## src/rtl/seg_scan_4d_pkg.sv

```systemverilog
// seg_scan_4d_pkg: shared constants for the 4-digit 7-segment scanner.
// Segment patterns are {g,f,e,d,c,b,a}, active-low.
package seg_scan_4d_pkg;

   localparam int IDX_W = 2;

   localparam logic [3:0] AN_OFF = 4'b1111;

   localparam logic [6:0] SEG_0    = 7'b1000000;
   localparam logic [6:0] SEG_1    = 7'b1111001;
   localparam logic [6:0] SEG_2    = 7'b0100100;
   localparam logic [6:0] SEG_3    = 7'b0110000;
   localparam logic [6:0] SEG_4    = 7'b0011001;
   localparam logic [6:0] SEG_5    = 7'b0010010;
   localparam logic [6:0] SEG_6    = 7'b0000010;
   localparam logic [6:0] SEG_7    = 7'b1111000;
   localparam logic [6:0] SEG_8    = 7'b0000000;
   localparam logic [6:0] SEG_9    = 7'b0010000;
   localparam logic [6:0] SEG_DASH = 7'b0111111;
   localparam logic [6:0] SEG_OFF  = 7'b1111111;

endpackage

```

## src/rtl/seg7_dec.sv

```systemverilog
// seg7_dec: BCD nibble to active-low 7-segment pattern; 10..15 show "-".
// Ports: nib (in, 4), seg (out, 7, {g,f,e,d,c,b,a}).
module seg7_dec
   import seg_scan_4d_pkg::*;
(
   input  logic [3:0] nib,
   output logic [6:0] seg
);

   always_comb begin
      seg = SEG_DASH;
      unique case (nib)
         4'd0:    seg = SEG_0;
         4'd1:    seg = SEG_1;
         4'd2:    seg = SEG_2;
         4'd3:    seg = SEG_3;
         4'd4:    seg = SEG_4;
         4'd5:    seg = SEG_5;
         4'd6:    seg = SEG_6;
         4'd7:    seg = SEG_7;
         4'd8:    seg = SEG_8;
         4'd9:    seg = SEG_9;
         default: seg = SEG_DASH;
      endcase
   end

endmodule

```

## src/rtl/seg_scan_4d.sv

```systemverilog
// seg_scan_4d: frame-synchronous 4-digit common-anode 7-seg scanner.
// Ports: clk, rst_n, bcd[15:0], bcd_valid, blank in; an[3:0], seg[6:0], dp, frame_start out.
module seg_scan_4d
   import seg_scan_4d_pkg::*;
#(
   parameter int CLK_HZ   = 50000000,
   parameter int DIGIT_HZ = 1000,
   parameter int DP_POS   = 3
)(
   input  logic        clk,
   input  logic        rst_n,
   input  logic [15:0] bcd,
   input  logic        bcd_valid,
   input  logic        blank,
   output logic [3:0]  an,
   output logic [6:0]  seg,
   output logic        dp,
   output logic        frame_start
);

   localparam int RAW_DIV  = CLK_HZ / DIGIT_HZ;
   localparam int TICK_DIV = (RAW_DIV < 2) ? 2 : RAW_DIV;
   localparam int PW       = $clog2(TICK_DIV);

   logic [PW-1:0]    pre;
   logic [IDX_W-1:0] idx;
   logic [15:0]      shadow;
   logic [15:0]      pending;
   logic             pend_flag;
   logic             fs_arm;

   logic             tick;
   logic             boundary;
   logic [3:0]       nib;
   logic [6:0]       dec_seg;
   logic [3:0]       lz;
   logic             run;
   logic [3:0]       an_next;
   logic [6:0]       seg_next;
   logic             dp_next;

   assign tick     = (pre == PW'(TICK_DIV - 1));
   assign boundary = tick && (idx == IDX_W'(1));
   assign nib      = shadow[{idx, 2'b00} +: 4];

   seg7_dec u_dec (
      .nib (nib),
      .seg (dec_seg)
   );

   // A digit is blanked only while it and every higher digit are zero,
   // and only above the decimal-point position.
   always_comb begin
      lz  = 4'b0000;
      run = 1'b1;
      for (int d = 3; d >= 0; d--) begin
         run   = run && (d > DP_POS) && (shadow[4*d +: 4] == 4'd0);
         lz[d] = run;
      end
   end

   always_comb begin
      an_next  = blank ? AN_OFF : ~(4'b0001 << idx);
      seg_next = lz[idx] ? SEG_OFF : dec_seg;
      dp_next  = (idx == IDX_W'(DP_POS)) ? 1'b0 : 1'b1;
   end

   always_ff @(posedge clk or negedge rst_n) begin
      if (!rst_n) begin
         pre <= '0;
         idx <= '0;
      end else begin
         pre <= tick ? '0 : pre + PW'(1);
         if (tick)
            idx <= idx - IDX_W'(1);
      end
   end

   // Shadow only moves at the frame boundary; a strobe on that very
   // cycle bypasses the pending register.
   always_ff @(posedge clk or negedge rst_n) begin
      if (!rst_n) begin
         shadow    <= 16'h0000;
         pending   <= 16'h0000;
         pend_flag <= 1'b0;
      end else begin
         if (bcd_valid)
            pending <= bcd;
         if (boundary) begin
            pend_flag <= 1'b0;
            if (bcd_valid)
               shadow <= bcd;
            else if (pend_flag)
               shadow <= pending;
         end else if (bcd_valid) begin
            pend_flag <= 1'b1;
         end
      end
   end

   // fs_arm marks the first cycle of digit 0; it starts set so the
   // first frame after reset also gets its pulse.
   always_ff @(posedge clk or negedge rst_n) begin
      if (!rst_n) begin
         fs_arm      <= 1'b1;
         an          <= AN_OFF;
         seg         <= SEG_OFF;
         dp          <= 1'b1;
         frame_start <= 1'b0;
      end else begin
         fs_arm      <= boundary;
         an          <= an_next;
         seg         <= seg_next;
         dp          <= dp_next;
         frame_start <= fs_arm;
      end
   end

endmodule
```

## config.mk

```make
export PLATFORM = sky130hd
export DESIGN_NAME = seg_scan_4d
export DESIGN_NICKNAME = d
export VERILOG_FILES = /design/src/rtl/seg_scan_4d_pkg.sv /design/src/rtl/seg7_dec.sv /design/src/rtl/seg_scan_4d.sv
export SDC_FILE = /design/constraint.sdc
export NUM_CORES = 1
export LEC_CHECK = 0
export ABC_AREA = 1
export BUFFER_PORTS_ARGS = -buffer_cell sky130_fd_sc_hd__buf_2
export CAP_MARGIN = 15
export CORE_AREA = 5 5 97 77
export CTS_CLUSTER_DIAMETER = 120
export CTS_CLUSTER_SIZE = 28
export DETAILED_ROUTE_END_ITERATION = 8
export DIE_AREA = 0 0 102 82
export HOLD_SLACK_MARGIN = 0.06
export PLACE_DENSITY = 0.78
export SYNTH_ARGS = -nofsm -noshare
export SYNTH_HDL_FRONTEND = slang
export SYNTH_SLANG_ARGS = --single-unit
```

## constraint.sdc

```tcl
create_clock -name clk -period 4.6 [get_ports clk]
set_clock_uncertainty 0.05 [all_clocks]
set_input_delay 0.23 -clock clk [delete_from_list [all_inputs] [get_ports clk]]
set_output_delay 0.23 -clock clk [all_outputs]
set_load 0.01 [all_outputs]
```

==> summary.txt <==
run status - finished, final reports clean
Crit Reg-Reg Startpoint - idx[0]
share of layout cells above drive strength 1 - 0.178
Layout Nets - 430
Ys Warns - 0
largest net degree at the start of global routing - 66
gr ovfl total - 0
Clk Latency, worst-skew pair - 0.34 ns
Filler cells - 610
TritonCTS clock tree - yes
die height - 82 µm
final wirelength - 6.13 mm
Ant. Diodes - 0
total CTS buffers - 9
Crit Path Category - register to register
leading post-synthesis cells by cell area - dfrtp_1, nand2_1, dfstp_2, ha_1, nand4_1
antenna violations before repair - 0
CP required - 4.78 ns
Peak supply drop - 0.231 mV
Slew Limit Fails - 0
post-synth top area cell - dfrtp_1
Setup crit start - idx[0]
# IOs - 33
net count after synthesis - 394
DR WL/cell - 12.6 µm
highest clock rate - 473 MHz
root buf cell - clkbuf_8
Design Power - 1120 µW
post-synthesis cell count - 363
vias in the first global route - 2324
area growth from synthesis to layout - 13.6%
Die W - 102 µm
Worst setup EP type - register
Post-CTS Setup Bufs - 0
Synth Cell Area - 3100 µm²
utilization after layout - 0.543
power density over the cells - 318 nW/µm²
CP max FO - 19
first-pass GRT wire length - 10.8 mm
number of synthesized register bits - 65
clock slew at reported path FFs - 0.07 ns
post-synthesis cell type count - 27
sequential-to-total area share from yosys stat - 0.531
hold crit path type - primary input to register
Fin Setup TNS - 0 ns
clock period minus worst slack - 2.12 ns
Final Hold Viols - 0
Final Cycle Share - 0.460
clk sinks - 65
via count - 2430
min-delay src - bcd[8]
static leakage power - 0.00183 µW
post-DP HPWL - 4.24 mm
Critical Path Start Type - register
worst reg2reg setup slack - 2.48 ns
Starting DRT DRC Count - 190
gr usage total - 0.165
Avg Vias per Cell - 4.98
Core Footprint - 6470 µm²
Port Buffer Count - 32
# rows - 26
Critical Path AT - 2.29 ns
worst slew pin tran - 0.829 ns
maxcap violations - 0
number of remaining DRC errors - 0
Yosys top cell area share - 0.420
RSZ-0062 raised after global routing - no
# setup viols final - 0
Max-slew headroom - 0.447
starting density of the core - 0.478
Die Footprint - 8360 µm²
clock tree buffer depth - 2
Avg Cell Area, Syn - 8.53 µm²
H-tree depth reported by CTS - 3
Final ANT Viol Nets - 0
GPL Wtd Cong - 0.868
First-pass DRT Iterations - 5
[worst paths after layout]
path                          endpoint  cells after the start
max in group asynchronous    shadow[8]                      3
min in group asynchronous   pending[3]                      3
hold / removal              pending[8]                      3
setup reg to reg             shadow[1]                      4
setup / recovery             shadow[1]                      4
hold reg to reg            frame_start                      0
[logic make-up (layout without fill, tap and decap cells)]
kind of cell	after synthesis	count (layout)	share of synthesized area
DFF	65	65	0.531
buffers and inverters	43	84	0.0654
adders and majority gates	11	11	0.0444
muxes	1	1	0.00727
and+or+nand+nor	223	223	0.312
AOI/OAI and AO/OA	13	13	0.0210
xor gates and xnor gates	7	7	0.0198
[where the power goes]
group          internal [µW]  switching, µW  leakage (µW)  total (µW)
Clock                    279            208      0.000103         487
Sequential               585           3.69      0.000814         589
Combinational           14.0           29.6      0.000910        43.6
[cells in the mapped netlist (all sizes together)]
cell    instances
nor3b           2
clkinv          1
nor2           35
buf            10
nand3          22
or2             1
mux2i           1
dfstp          13
xor2            7
nor3            4
clkbuf          1
nand2         140
inv            31
ha             11
dfrtp          52
nand4          19
o21ai           8
a21oi           5
[cell type report]
cell class | count | area (µm²) | area share
Sequential cell | 65 | 1640 | 0.467
Clock buffer | 13 | 159 | 0.0452
Clock inverter | 3 | 40.0 | 0.0114
Multi-Input combinational cell | 255 | 1250 | 0.356
Inverter | 32 | 123 | 0.0349
Timing Repair Buffer | 36 | 198 | 0.0562
Tap cell | 84 | 105 | 0.0299
[placed cells by master (no fill, tap or decap), types with 7 or more instances in the layout]
cell type / netlist / final
dfrtp_1: 52 / 52
nand3_1: 21 / 21
clkbuf_8: 0 / 11
xor2_1: 7 / 7
nand2_1: 138 / 138
ha_1: 11 / 11
nor2_1: 30 / 30
o21ai_0: 7 / 7
nand4_1: 18 / 18
buf_2: 4 / 32
inv_1: 29 / 29
dfstp_2: 13 / 13
[what timing repair did]
action / in CTS / in global routing
endpoints found under the setup margin: 0 / 0
hold endpoints to repair: 56 / 0
gates resized for setup: 0 / 0
hold buffers: 3 / 0
[flip-flops by register name, indices dropped and copies added (netlist names)]
signal       cells
pending         16
pre             16
shadow          16
seg              7
an               4
idx              2
dp               1
frame_start      1
fs_arm           1
pend_flag        1
[stage by stage]
stage | hold slack, ns | instances | cell area, µm² | worst slack, ns
floorplan | -0.116 | 363 | 3100 | 3.09
global placement | 0.331 | 469 | 3290 | 2.54
detailed placement | 0.345 | 469 | 3290 | 2.54
CTS | 0.0603 | 488 | 3520 | 2.53
global route | 0.0764 | 488 | 3520 | 2.33
finish | 0.0727 | 488 | 3520 | 2.48
[worst max-delay path, cell delays in order, from the launching register on]
cell	delay, ns
dfrtp_1	0.63
ha_1	0.75
nand4_4	0.35
nand2_1	0.16
nand2_1	0.06
[routing by layer]
layer	share of wire	up-vias	global-route usage
met1	0.48	1105	0.241
met2	0.42	94	0.239
met3	0.085	11	0.0484
met4	0.013	0	0.0472
li1	-	1220	-
met5	0	-	0
Note: power is estimated with default switching activity, not from simulation.
